--- src/rtl/simon_iterative_core.sv ---
// SIMON block cipher core: one round per clock, round keys expanded once into
// a local buffer and reused for every block until a new key is loaded.
//
// state  | meaning
// IDLE   | no expanded key, waiting for a key
// KEYEXP | writing one round key per cycle into the buffer
// READY  | key loaded, waiting for a block (a new key may also be offered)
// RUN    | one encrypt or decrypt round per cycle
// HOLD   | result presented until downstream takes it
module simon_iterative_core #(
    parameter int WORD_W    = 16,
    parameter int KEY_WORDS = 4
) (
    input  logic                          clk,
    input  logic                          rst,
    input  logic                          key_valid,
    output logic                          key_ready,
    input  logic [KEY_WORDS*WORD_W-1:0]   key,
    output logic                          key_loaded,
    input  logic                          in_valid,
    output logic                          in_ready,
    input  logic                          in_decrypt,
    input  logic [2*WORD_W-1:0]           in_block,
    output logic                          out_valid,
    input  logic                          out_ready,
    output logic [2*WORD_W-1:0]           out_block
);

    localparam bit SUPPORTED =
        (WORD_W == 16 && KEY_WORDS == 4) || (WORD_W == 24 && KEY_WORDS == 3) ||
        (WORD_W == 24 && KEY_WORDS == 4) || (WORD_W == 32 && KEY_WORDS == 3) ||
        (WORD_W == 32 && KEY_WORDS == 4);

    localparam int ROUNDS =
        (WORD_W == 24)                    ? 36 :
        (WORD_W == 32 && KEY_WORDS == 3)  ? 42 :
        (WORD_W == 32 && KEY_WORDS == 4)  ? 44 : 32;

    localparam int ZSEL =
        (WORD_W == 24 && KEY_WORDS == 4)  ? 1 :
        (WORD_W == 32 && KEY_WORDS == 3)  ? 2 :
        (WORD_W == 32 && KEY_WORDS == 4)  ? 3 : 0;

    localparam int IDX_W = (ROUNDS > 32) ? 6 : 5;
    localparam logic [IDX_W-1:0] LAST = IDX_W'(ROUNDS - 1);

    if (!SUPPORTED) begin : g_bad_params
        $error("simon_iterative_core: unsupported (WORD_W, KEY_WORDS) pair");
    end

    // z sequences written in the published order; bit j of the result is z_j
    function automatic logic [61:0] z_rev(input int sel);
        logic [61:0] z;
        logic [61:0] r;
        case (sel)
            0:       z = 62'b11111010001001010110000111001101111101000100101011000011100110;
            1:       z = 62'b10001110111110010011000010110101000111011111001001100001011010;
            2:       z = 62'b10101111011100000011010010011000101000010001111110010110110011;
            default: z = 62'b11011011101011000110010111100000010010001010011100110100001111;
        endcase
        for (int j = 0; j < 62; j++) r[j] = z[61-j];
        return r;
    endfunction

    localparam logic [61:0] Z_BITS = z_rev(ZSEL);

    function automatic logic [WORD_W-1:0] rotl(input logic [WORD_W-1:0] v, input int s);
        return (v << s) | (v >> (WORD_W - s));
    endfunction

    function automatic logic [WORD_W-1:0] rotr(input logic [WORD_W-1:0] v, input int s);
        return (v >> s) | (v << (WORD_W - s));
    endfunction

    function automatic logic [WORD_W-1:0] simon_f(input logic [WORD_W-1:0] v);
        return (rotl(v, 1) & rotl(v, 8)) ^ rotl(v, 2);
    endfunction

    localparam logic [2:0] S_IDLE   = 3'd0;
    localparam logic [2:0] S_KEYEXP = 3'd1;
    localparam logic [2:0] S_READY  = 3'd2;
    localparam logic [2:0] S_RUN    = 3'd3;
    localparam logic [2:0] S_HOLD   = 3'd4;

    logic [2:0]        r_state;
    logic [IDX_W-1:0]  r_cnt;
    logic [IDX_W-1:0]  r_idx;
    logic              r_key_loaded;
    logic              r_dec;
    logic [WORD_W-1:0] r_x;
    logic [WORD_W-1:0] r_y;
    logic [WORD_W-1:0] r_ks [KEY_WORDS];
    logic [WORD_W-1:0] r_rk [ROUNDS];

    logic              w_key_fire;
    logic              w_in_fire;
    logic              w_out_fire;
    logic [WORD_W-1:0] w_rk;
    logic [WORD_W-1:0] w_enc_x;
    logic [WORD_W-1:0] w_dec_y;
    logic [WORD_W-1:0] w_ks_tmp;
    logic [WORD_W-1:0] w_ks_new;
    logic [5:0]        w_zidx;

    // key_ready is gated by rst so the IDLE decode cannot leak out during reset;
    // a pending key always wins over a pending block in READY
    assign key_ready  = !rst && (r_state == S_IDLE || r_state == S_READY);
    assign in_ready   = (r_state == S_READY) && !key_valid;
    assign out_valid  = (r_state == S_HOLD);
    assign key_loaded = r_key_loaded;
    assign out_block  = {r_x, r_y};

    assign w_key_fire = key_valid && key_ready;
    assign w_in_fire  = in_valid && in_ready;
    assign w_out_fire = out_valid && out_ready;

    assign w_rk    = r_rk[r_idx];
    assign w_enc_x = r_y ^ simon_f(r_x) ^ w_rk;
    assign w_dec_y = r_x ^ simon_f(r_y) ^ w_rk;
    assign w_zidx  = 6'(r_idx);

    // next key word from the window k[i-m..i-1] held in r_ks[0..m-1]
    always_comb begin
        w_ks_tmp = rotr(r_ks[KEY_WORDS-1], 3);
        if (KEY_WORDS == 4) w_ks_tmp = w_ks_tmp ^ r_ks[1];
        w_ks_tmp = w_ks_tmp ^ rotr(w_ks_tmp, 1);
        w_ks_new = ~r_ks[0] ^ w_ks_tmp ^ WORD_W'(3) ^ WORD_W'(Z_BITS[w_zidx]);
    end

    // key window shift and round-key buffer writes; contents are don't-care until key_loaded
    always_ff @(posedge clk) begin
        if (w_key_fire) begin
            for (int j = 0; j < KEY_WORDS; j++) r_ks[j] <= key[j*WORD_W +: WORD_W];
        end else if (r_state == S_KEYEXP) begin
            for (int j = 0; j < KEY_WORDS - 1; j++) r_ks[j] <= r_ks[j+1];
            r_ks[KEY_WORDS-1] <= w_ks_new;
            r_rk[r_idx]       <= r_ks[0];
        end
    end

    // control FSM with down-counter timing for key expansion and rounds
    always_ff @(posedge clk or posedge rst) begin
        if (rst) begin
            r_state      <= S_IDLE;
            r_cnt        <= '0;
            r_idx        <= '0;
            r_key_loaded <= 1'b0;
            r_dec        <= 1'b0;
            r_x          <= '0;
            r_y          <= '0;
        end else if (w_key_fire) begin
            r_state      <= S_KEYEXP;
            r_cnt        <= LAST;
            r_idx        <= '0;
            r_key_loaded <= 1'b0;
        end else begin
            case (r_state)
                S_KEYEXP: begin
                    r_idx <= r_idx + IDX_W'(1);
                    if (r_cnt == '0) begin
                        r_state      <= S_READY;
                        r_key_loaded <= 1'b1;
                        r_idx        <= '0;
                    end else begin
                        r_cnt <= r_cnt - IDX_W'(1);
                    end
                end
                S_READY: begin
                    if (w_in_fire) begin
                        r_state <= S_RUN;
                        r_dec   <= in_decrypt;
                        r_x     <= in_block[2*WORD_W-1:WORD_W];
                        r_y     <= in_block[WORD_W-1:0];
                        r_idx   <= in_decrypt ? LAST : '0;
                        r_cnt   <= LAST;
                    end
                end
                S_RUN: begin
                    if (r_dec) begin
                        r_x   <= r_y;
                        r_y   <= w_dec_y;
                        r_idx <= r_idx - IDX_W'(1);
                    end else begin
                        r_x   <= w_enc_x;
                        r_y   <= r_x;
                        r_idx <= r_idx + IDX_W'(1);
                    end
                    if (r_cnt == '0) begin
                        r_state <= S_HOLD;
                        r_idx   <= '0;
                    end else begin
                        r_cnt <= r_cnt - IDX_W'(1);
                    end
                end
                S_HOLD: begin
                    if (w_out_fire) r_state <= S_READY;
                end
                S_IDLE: ;
                default: r_state <= S_IDLE;
            endcase
        end
    end

endmodule

--- config.mk ---
export PLATFORM = sky130hd
export DESIGN_NAME = simon_iterative_core
export DESIGN_NICKNAME = d
export VERILOG_FILES = /design/src/rtl/simon_iterative_core.sv
export SDC_FILE = /design/constraint.sdc
export NUM_CORES = 1
export LEC_CHECK = 0
export BUFFER_PORTS_ARGS = -buffer_cell sky130_fd_sc_hd__buf_2
export CAP_MARGIN = 0
export CORE_UTILIZATION = 49
export DETAILED_ROUTE_END_ITERATION = 12
export GPL_TIMING_DRIVEN = 0
export PLACE_DENSITY = 0.71
export SYNTH_ARGS = -nofsm -noshare
export SYNTH_HDL_FRONTEND = slang
export SYNTH_SLANG_ARGS = --single-unit
--- constraint.sdc ---
create_clock -name clk -period 10.15 [get_ports clk]
set_clock_uncertainty 0.05 [all_clocks]
set_input_delay 0.5075 -clock clk [delete_from_list [all_inputs] [get_ports clk]]
set_output_delay 0.5075 -clock clk [all_outputs]
set_load 0.03 [all_outputs]
* Word-level counts from Yosys, hierarchy flattened
Memory sizes are Yosys's and may differ from the RTL's. Cells that the tools add are included.
Operators by class: add/subtract/negate cells 3, muxes and demuxes 36, equality and inequality tests 11, bitwise operators 27, reduce and logical (&&, ||, !) cells 22, $lt $le $gt $ge 1
Operators with widths (number):
- XOR 16 bit | 9
- two-way mux 16 bit | 8
- case mux 16 bit (2 select lines) | 2
- two-way mux 5 bit | 9
- bitwise AND 16 bit | 2
- bitwise OR 16 x 1 -> 16 bit | 2
- bitwise OR 16 x 2 -> 16 bit | 2
- bitwise OR 16 x 8 -> 16 bit | 2
- inverter 16 bit | 1
- bitwise OR 13 x 16 -> 16 bit | 1
- bitwise OR 15 x 16 -> 16 bit | 1
- XOR 16 x 1 -> 16 bit | 1
- two-way mux 3 bit | 5
- case mux 3 bit (5 select lines) | 1
- case mux 5 bit (3 select lines) | 1
- case mux 5 bit (2 select lines) | 1
- subtractor 5 x 1 -> 5 bit (second input constant) | 2
- two-way mux 1 bit | 9
- != test 3 bit (second input constant) | 3
- AND reduction 3 bit | 3
- < comparator 5 x 7 -> 1 bit (second input constant) | 1
- == test 3 x 2 -> 1 bit (second input constant) | 2
- nonzero test 2 bit | 3
- adder 5 x 1 -> 5 bit (second input constant) | 1
- 18 further kinds | 28
Storage, ports and cells: input port bits 102, flip-flop bits (word level) 47, memories 3, memory bits (read-only) 32, logic and storage cells 110, RAM bits 576
Memories:
- r_rk | words 32, bits a word 16, read ports 1, clocked after Yosys merged registers in 0, wr ports 1, RTL line 93 | logic [WORD_W-1:0] r_rk [ROUNDS];
- r_ks | words 4, bits a word 16, read ports 4, clocked after Yosys merged registers in 0, wr ports 4, RTL line 92 | logic [WORD_W-1:0] r_ks [KEY_WORDS];
- (name not given) | words 32, bits a word 1, read ports 1, clocked after Yosys merged registers in 0, wr ports 0, RTL line 127 | w_ks_new = ~r_ks[0] ^ w_ks_tmp ^ WORD_W'(3) ^ WORD_W'(Z_BITS[w_zidx]);

* Logic depth before layout (Yosys ltp)
Gate-level depths: netlist (run 1). An unclocked memory read counts as a cell.
depth after elaboration 9, gate-level depth with buffers 14, depth with buffers taken out 9

* Worst setup path after synthesis (run 1)
OpenSTA, ideal clock, no wires.
kind register to register, start point register r_state[0], end point memory r_ks[0][0] (enable), path buffers 3, setup time 0.424 ns, data arrival time 2.762 ns, data required time 9.676 ns, clock period less this slack 3.235 ns, path slack 6.915 ns, cell stages (with the launch flop) 7, path through dfrtp_1 clkinv_1 or3_1 clkbuf_1 clkbuf_1 clkbuf_1 nand2_1
RTL lines:
- from (decl) | RTL line 85 | logic [2:0] r_state;
- from (signal assigned) | RTL line 144 | r_state <= S_IDLE;
- from (signal assigned) | RTL line 152 | r_state <= S_KEYEXP;
- from (signal assigned) | RTL line 161 | r_state <= S_READY;
- to (decl) | RTL line 92

* Worst setup path after layout (run 1)
start point register r_idx[1], end point register r_y[10]
Between the ends: word-level cells in the longest chain between the ends 4
Ends and longest elaborated chain:
- from (decl) | RTL line 87 | logic [IDX_W-1:0] r_idx;
- from (signal assigned) | RTL line 159 | r_idx <= r_idx + IDX_W'(1);
- from (signal assigned) | RTL line 174 | r_idx <= in_decrypt ? LAST : '0;
- from (signal assigned) | RTL line 182 | r_idx <= r_idx - IDX_W'(1);
- memory (32 x 16 bit)
- XOR 16 bit | RTL line 119 | assign w_dec_y = r_x ^ simon_f(r_y) ^ w_rk;
- two-way mux 16 bit | RTL line 179 | if (r_dec) begin
- case mux 16 bit (2 select lines) | RTL line 157 | case (r_state)
- to (signal assigned) | RTL line 173 | r_y <= in_block[WORD_W-1:0];
- to (signal assigned) | RTL line 181 | r_y <= w_dec_y;
- to (signal assigned) | RTL line 185 | r_y <= r_x;
- to (decl) | RTL line 91 | logic [WORD_W-1:0] r_y;
No other way between the ends. A chain may end at the register's enable or synchronous reset.

==> results of run 1 <==
[power breakdown]
part           leakage [uW]  switching, uW  internal (uW)  total, uW
sequential          0.00583            497           3730       4220
clock               0.00106            980           1440       2420
combinational       0.00451           3270           1830       5100
total                0.0114           4750           6990      11700
[logic make-up after synthesis]
logic type      count (synthesis)
fa+ha+maj                       6
buf+inv                       143
mux                           217
xor+xnor                      103
flops                         623
compound gates                264
simple gates                  545
[state kept, by name (all words and copies together) (netlist names)]
signal,count
key_loaded,1
r_cnt,5
r_dec,1
r_idx,5
r_ks,64
r_rk,512
r_state,3
r_x,16
r_y,16
[area by class of cell]
cell class                 instances  area [sq um]  area share
sequential                       623         18500       0.579
multi-input combinational       1135          8350       0.262
clock buffer                      84          1760      0.0552
timing repair buffer             162          1160      0.0363
tap                              748           936      0.0293
buffer                           132           781      0.0245
clock inverter                    35           403      0.0126
inverter                          11          41.3     0.00129
[placed cells by master (no fill, tap or decap), types with 42 or more instances in the layout]
master	Yosys	final
sky130_fd_sc_hd__edfxtp_1	576	576
sky130_fd_sc_hd__nand2_1	281	280
sky130_fd_sc_hd__mux2i_1	153	153
sky130_fd_sc_hd__buf_2	14	151
sky130_fd_sc_hd__clkbuf_1	83	99
sky130_fd_sc_hd__xnor2_1	70	70
sky130_fd_sc_hd__clkbuf_16	0	68
sky130_fd_sc_hd__nand3_1	62	62
sky130_fd_sc_hd__nor2_1	69	55
sky130_fd_sc_hd__dfrtp_1	47	47
sky130_fd_sc_hd__o21ai_0	45	45
sky130_fd_sc_hd__o22ai_1	44	44
sky130_fd_sc_hd__mux4_2	42	42
[routing by layer]
layer,vias up,global-route usage,routed length [um]
met5,-,0,0
met4,0,0.127,3550
met3,193,0.0491,7260
met2,1063,0.432,36300
met1,9083,0.353,29600
li1,7783,-,-
[worst min-delay path, stage by stage]
cell and delay, ns:
sky130_fd_sc_hd__buf_2 0.08, sky130_fd_sc_hd__a222oi_1 0.05, sky130_fd_sc_hd__o21ai_1 0.07
[through the flow]
stage	setup WS [ns]	cell area (sq um)
4_1_cts	6.13	31800
2_1_floorplan	6.91	27600
5_1_grt	5.95	31900
6_report	6.01	31900
3_5_place_dp	6.12	29700
3_3_place_gp	5.49	29200
[worst max-delay path by stage]
stage                            from                     to  slack, ns  depth (start not counted)
2_1_floorplan  r_state[0]$_DFFE_PP0P_   r_ks[0][0]$_DFFE_PP_       6.91                          6
3_3_place_gp   r_state[0]$_DFFE_PP0P_  r_ks[0][15]$_DFFE_PP_       5.49                          6
3_5_place_dp     r_idx[1]$_DFFE_PP0P_    r_y[10]$_DFFE_PP0P_       6.12                         10
4_1_cts          r_idx[1]$_DFFE_PP0P_    r_y[10]$_DFFE_PP0P_       6.13                         10
5_1_grt          r_idx[1]$_DFFE_PP0P_    r_y[10]$_DFFE_PP0P_       5.95                         10
6_report         r_idx[1]$_DFFE_PP0P_    r_y[10]$_DFFE_PP0P_       6.01                         10
[timing repair]
action                    CTS  global route
hold buffers                1             0
setup buffers               0             0
hold endpoints to repair   15             0
==> impl_summary.log, run 1 <==
[metrics] area share of the largest cell type after synthesis: 0.626
[metrics] Worst Max-Slew Pin Slew: 1.44 ns
[metrics] XOR/XNOR share of the synthesized area: 0.0327
[metrics] growth of design area from synthesis to finish: 15.6%
[metrics] initial antenna violation count: 1
[metrics] Final GP Congestion: 0.956
[metrics] std cell rows: 86
[metrics] proportion of synthesized area in mux cells: 0.110
[metrics] FF+latch count, synth: 623
[metrics] overall fraction of global-route tracks in use: 0.268
[metrics] post-detailed-placement half-perimeter wirelength: 52700 um
[metrics] Worst Path Class, Setup: flip-flop to flip-flop
[metrics] arrival time of the worst setup path: 4.56 ns
[metrics] global route total overflow: 0
[metrics] number of buffers created by CTS: 66
[metrics] share of flip-flops with an asynchronous set or reset after synthesis: 0.0754
[metrics] CTS H-Tree Depth: 3
[metrics] Final ANT Viol Nets: 0
[metrics] placed cell count: 2807
[metrics] destination of the worst hold path: r_x[11]$_DFFE_PP0P_
[metrics] CP peak stage delay: 0.77 ns
[metrics] largest fanout of any net on the critical path: 10
[metrics] final period utilization: 0.408
[metrics] synthesized-area fraction occupied by ao, oa, aoi and oai cells: 0.0649
[metrics] top achievable clock speed: 0.242 GHz
[metrics] source of the worst register-to-register timing path: r_idx[1]$_DFFE_PP0P_
[metrics] main combinational cell family by area after synthesis: multiplexers
[metrics] worst min-delay path startpoint: in_block[27]
[metrics] type of the most critical hold path: input pin to flip-flop
[metrics] area share of fa/ha/maj cells after synthesis: 0.00272
[metrics] number of buffers and inverters on the critical path: 4
[metrics] dominant cell by count in the synthesized netlist: sky130_fd_sc_hd__edfxtp_1
[metrics] final setup violation count: 0
[metrics] count of maximum capacitance violations: 0
[metrics] worst reg2reg setup slack: 6.01 ns
[metrics] per-instance average area after synthesis: 14.5 sq um
[metrics] R2R Path End: r_y[10]$_DFFE_PP0P_
[metrics] input/output buffers: 137
[metrics] Resized cells post-CTS: 0
[metrics] ratio of routed vias to standard cells: 6.18
[metrics] worst slack on hold paths: 0.0888 ns
[metrics] Slew Limit Fails: 0
[metrics] Die ar.: 57300 sq um
[metrics] Final Instance Count excl. Fillers: 2930
[metrics] power density of the placed cells: 368 nW/um^2
[metrics] leakage: 0.0114 uW
[metrics] max-slew headroom at the worst pin: 0.0422
[metrics] number of stages on the worst hold path: 3
[metrics] fraction of layout cells with a size suffix above 1: 0.168
[metrics] Die Width: 239 um
[metrics] vias post-DR: 18100
[metrics] drt initial violations: 2234
[metrics] Synth Warn #: 0
[metrics] top cells by area, synth: sky130_fd_sc_hd__edfxtp_1 (63%), sky130_fd_sc_hd__mux2i_1 (5.5%), sky130_fd_sc_hd__dfrtp_1 (4.3%)
[metrics] detailed-route DRC error count: 0
[metrics] cell family with the largest share of critical-path delay: buffers and inverters
[metrics] total iterations of the first detailed-routing run: 5
[metrics] Sink Count: 623
[metrics] EDFF count, synth: 576
[metrics] setup TNS: 0 ns
[metrics] final layout net count: 2239
[metrics] clock tree from TritonCTS: yes
[metrics] overall die height: 239 um
[metrics] most frequent cells after synthesis: sky130_fd_sc_hd__edfxtp_1 (576), sky130_fd_sc_hd__nand2_1 (281), sky130_fd_sc_hd__mux2i_1 (153)
[metrics] Finished Core Util: 0.576
[metrics] vias in the first global route: 17800
[metrics] Power Total: 11700 uW
[metrics] master of the slowest instance on the critical path: sky130_fd_sc_hd__clkbuf_1
[metrics] area of the placeable core: 55400 sq um
[metrics] antenna fix cells: 0
[metrics] Seq/Total Area, Yosys: 0.669
[metrics] Final Hold Viols: 0
[metrics] cell accounting for the most synthesized area: sky130_fd_sc_hd__edfxtp_1
[metrics] DR WL/cell: 26.2 um
[metrics] primary flip-flop cell chosen by synthesis mapping: sky130_fd_sc_hd__edfxtp_1
[metrics] Synth Net Count: 2009
[metrics] starting density of the core: 0.498
[metrics] cell area after synthesis: 27600 sq um
[metrics] worst-case reg-to-reg path depth: 10
[metrics] chain of cells forming the critical path: buf_6 -> buf_6 -> buf_6 -> clkbuf_1 -> mux4_2 -> a22oi_1 -> nand4_1 -> xnor2_1 -> mux2i_1 -> o21ai_1
[metrics] simple-gate area share of the yosys netlist: 0.0914
[metrics] WP data required: 10.57 ns
[metrics] pin count of the biggest net entering global routing: 34
[metrics] count of filler cells inserted in the layout: 4265
[metrics] clock insertion delay at the later pin of the skew report: 0.60 ns
[metrics] maximum resistive drop on vdd: 283 uV
[metrics] root buffer cell: sky130_fd_sc_hd__clkbuf_16
[metrics] Crit. End Element: flip-flop
[metrics] status: finished clean
[metrics] total detailed-routing wirelength: 76700 um
[metrics] first-pass GRT wire length: 111000 um
[metrics] I/O pin total: 138
[metrics] most used cell, CP: sky130_fd_sc_hd__buf_6
[metrics] deepest clock path buffer count: 3
[metrics] count of unique library cells instantiated by Yosys: 71
[metrics] unrepaired setup endpoints after global routing: no
[metrics] kind of start point of the critical path: flip-flop
[metrics] post-route minimum period: 4.14 ns
[metrics] number of instances in the synthesized netlist: 1901
[metrics] Clock Pin Slew Worst Setup and Hold Paths: 0.06 ns
Note: power is estimated with default switching activity, not from simulation.
==> run 2: changes to the inputs <==
- PLACE_DENSITY: 0.71 -> 0.74
- clock period: 10.15 -> 3.59 ns (I/O delays scaled with it)
==> run 2 against run 1 <==
Net effect: the run now ends with setup timing left; sequential share of layout area down 1.5 points; count of clock-buffer cells in the layout fell by 7; via count is 3.3% higher; critical path depth fell by 1; highest routed layer is now met5; critical path type unchanged; final area increased by 2.6%; wire length up 3.9%.
==> impl_summary.log, run 2 (synthesis results as in run 1) <==
[metrics] Worst Path Class, Setup: flip-flop to flip-flop (unchanged)
[metrics] initial antenna violation count: 3 (was 1)
[metrics] CP peak stage delay: 0.62 ns (was 0.77 ns)
[metrics] power density of the placed cells: 1010 nW/um^2 (was 368 nW/um^2)
[metrics] input/output buffers: 137 (unchanged)
[metrics] area occupied by registers: 18500 sq um (about the same)
[metrics] final setup violation count: 2 (was 0)
[metrics] chain of cells forming the critical path: buf_6 -> buf_6 -> clkbuf_1 -> nand2_1 -> o22ai_1 -> o21a_1 -> a21oi_1 -> a2111oi_0 -> nand2_1 (was buf_6 -> buf_6 -> buf_6 -> clkbuf_1 -> mux4_2 -> a22oi_1 -> nand4_1 -> xnor2_1 -> mux2i_1 -> o21ai_1)
[metrics] detailed-route DRC error count: 0 (unchanged)
[metrics] total iterations of the first detailed-routing run: 10 (was 5)
[metrics] deepest clock path buffer count: 3 (unchanged)
[metrics] unrepaired setup endpoints after global routing: yes (was no)
[metrics] root buffer cell: sky130_fd_sc_hd__clkbuf_16 (unchanged)
[metrics] drt initial violations: 2513 (was 2234)
[metrics] antenna fix cells: 0 (unchanged)
[metrics] cell area after layout: 32700 sq um (was 31900 sq um)
[metrics] I/O pin total: 138 (unchanged)
[metrics] vias in the first global route: 18400 (was 17800)
[metrics] source of the worst register-to-register timing path: r_idx[3]$_DFFE_PP0P_ (was r_idx[1]$_DFFE_PP0P_)
[metrics] final period utilization: 1.02 (was 0.408)
[metrics] overall die height: 239 um (unchanged)
[metrics] cell family with the largest share of critical-path delay: compound AO/OA/AOI/OAI gates (was buffers and inverters)
[metrics] global routing met1 resource utilization: 0.352 (was 0.353)
[metrics] Sink Count: 623 (unchanged)
[metrics] type of the most critical hold path: input pin to asynchronous set/reset pin (was input pin to flip-flop)
[metrics] Clock Pin Slew Worst Setup and Hold Paths: 0.06 ns (about the same)
[metrics] fraction of layout cells with a size suffix above 1: 0.170 (was 0.168)
[metrics] area of the multi-input gates: 8460 sq um (was 8350 sq um)
[metrics] failing checks: setup timing
[metrics] WP data required: 4.03 ns (was 10.57 ns)
[metrics] number of buffers created by CTS: 61 (was 66)
[metrics] count of filler cells inserted in the layout: 4099 (was 4265)
[metrics] std cell rows: 86 (unchanged)
[metrics] clock tree from TritonCTS: yes (unchanged)
[metrics] Worst Max-Slew Pin Slew: 1.44 ns (about the same)
[metrics] global-route met3 utilization: 0.0494 (was 0.0491)
[metrics] final layout net count: 2330 (was 2239)
[metrics] Die Width: 239 um (unchanged)
[metrics] Final ANT Viol Nets: 0 (unchanged)
[metrics] area of the placeable core: 55400 sq um (unchanged)
[metrics] max-slew headroom at the worst pin: 0.0387 (was 0.0422)
[metrics] total detailed-routing wirelength: 79700 um (was 76700 um)
[metrics] max FFs per register: 512 (unchanged)
[metrics] pin count of the biggest net entering global routing: 40 (was 34)
[metrics] total cell area at the placement stage: 29500 sq um (was 29700 sq um)
[metrics] global route total overflow: 0 (unchanged)
[metrics] worst reg2reg setup slack: -0.07 ns (was 6.01 ns)
[metrics] DR WL/cell: 26.4 um (was 26.2 um)
[metrics] vias post-DR: 18700 (was 18100)
[metrics] Crit. End Element: flip-flop (unchanged)
[metrics] top achievable clock speed: 0.273 GHz (was 0.242 GHz)
[metrics] kind of start point of the critical path: flip-flop (unchanged)
[metrics] number of buffers and inverters on the critical path: 3 (was 4)
[metrics] post-detailed-placement half-perimeter wirelength: 52100 um (was 52700 um)
[metrics] leakage: 0.0117 uW (was 0.0114 uW)
[metrics] commonest non-fill, non-tap cell in the layout: sky130_fd_sc_hd__edfxtp_1 (unchanged)
[metrics] top register by number of flip-flops: r_rk (unchanged)
[metrics] Slew Limit Fails: 0 (unchanged)
[metrics] CTS H-Tree Depth: 2 (was 3)
[metrics] clock insertion delay at the later pin of the skew report: 0.65 ns (was 0.60 ns)
[metrics] growth of design area from synthesis to finish: 18.6% (was 15.6%)
[metrics] worst-case reg-to-reg path depth: 9 (was 10)
[metrics] starting density of the core: 0.498 (unchanged)
[metrics] met2 usage in global routing: 0.458 (was 0.432)
[metrics] post-route minimum period: 3.66 ns (was 4.14 ns)
[metrics] maximum resistive drop on vdd: 733 uV (was 283 uV)
[metrics] largest fanout of any net on the critical path: 10 (unchanged)
[metrics] most utilized layer in the global route result: met2 (unchanged)
[metrics] ratio of routed vias to standard cells: 6.20 (was 6.18)
[metrics] overall fraction of global-route tracks in use: 0.276 (was 0.268)
[metrics] Die ar.: 57300 sq um (unchanged)
[metrics] first-pass GRT wire length: 115000 um (was 111000 um)
[metrics] setup slack after layout: -0.0704 ns (was 6.01 ns)
[metrics] Final Hold Viols: 0 (unchanged)
[metrics] count of maximum capacitance violations: 0 (unchanged)
[metrics] setup slack after placement: -0.395 ns (was 6.12 ns)
[metrics] master of the slowest instance on the critical path: sky130_fd_sc_hd__o22ai_1 (was sky130_fd_sc_hd__clkbuf_1)
[metrics] R2R Path End: r_y[3]$_DFFE_PP0P_ (was r_y[10]$_DFFE_PP0P_)
[metrics] arrival time of the worst setup path: 4.10 ns (was 4.56 ns)
[metrics] status: complete, but fails checks (was finished clean)
[metrics] biggest registers after layout: r_rk x512, r_ks x64 (unchanged)
[metrics] most frequent cells in the layout: sky130_fd_sc_hd__edfxtp_1 (576), sky130_fd_sc_hd__nand2_1 (280), sky130_fd_sc_hd__mux2i_1 (153) (unchanged)
[metrics] Final GP Congestion: 0.939 (was 0.956)
run 2: cell count changes in the layout (fill, tap and decap cells not counted), moves of 5 or more:
cell,previous run,this run
sky130_fd_sc_hd__dlygate4sd3_1,1,99
sky130_fd_sc_hd__clkbuf_16,68,61
sky130_fd_sc_hd__a22oi_1,26,21
sky130_fd_sc_hd__a22oi_2,0,5
sky130_fd_sc_hd__clkinvlp_4,0,5
run 2: final cells by class:
cell class / instances / share of cell area
flip-flops and latches: 623 / 0.564
well taps: 748 / 0.0286
clock buffers: 77 / 0.0485
multi-input cells: 1135 / 0.258
inverters: 11 / 0.00126
plain buffers: 132 / 0.0242
clock inverters: 38 / 0.0120
repair buffers: 258 / 0.0629
run 2: timing repair:
item                                   in CTS  in global routing
setup endpoints to repair                  32                 18
endpoints found under the hold margin     147                  0
hold buffers                               99                  0
resized for setup                          11                 17
pin swaps                                   2                  1
setup buffers                               1                  0
run 2: how the worst max path moves through the flow:
stage | to | slack [ns] | cells after the start | start
final | r_y[3]$_DFFE_PP0P_ | -0.07 | 9 | r_idx[3]$_DFFE_PP0P_
after detailed placement | r_x[11]$_DFFE_PP0P_ | -0.39 | 10 | r_idx[1]$_DFFE_PP0P_
after global placement | r_ks[0][15]$_DFFE_PP_ | -1.06 | 6 | r_state[0]$_DFFE_PP0P_
after global routing | r_y[3]$_DFFE_PP0P_ | -0.08 | 9 | r_idx[3]$_DFFE_PP0P_
after CTS | r_ks[0][48]$_DFFE_PP_ | 0.001 | 11 | r_idx[0]$_DFFE_PP0P_
after floorplan | r_ks[0][0]$_DFFE_PP_ | 0.35 | 6 | r_state[0]$_DFFE_PP0P_
run 2: report_power, final:
group	switching (uW)	leakage (uW)	internal [uW]
clock network	2810	0.000953	3580
registers	1450	0.00583	10500
logic	9420	0.00492	5260
total	13700	0.0117	19400
run 2: tightest hold or removal path, cell delays in order:
cell,delay (ns)
sky130_fd_sc_hd__dlygate4sd3_1,0.56
sky130_fd_sc_hd__buf_2,0.15
sky130_fd_sc_hd__inv_2,0.29
run 2: metrics by stage:
step                power, uW  hold WS (ns)  TNS [ns]  instances  utilization
floorplan               21000         0.246         0       1901            -
global placement        25400         0.355   -161.46       2786        0.528
detailed placement      25900         0.144     -4.00       2803        0.533
CTS                     32400        0.0349         0       3018        0.588
global route            34200         0.121    -0.183       3022        0.591
finish                  33100        0.0706   -0.0996       3022        0.591
run 2: metal layers:
layer,part of all wire,routed length [um]
met5,0.00041,33
met2,0.49,38700
met1,0.37,29400
met3,0.096,7680
met4,0.048,3820
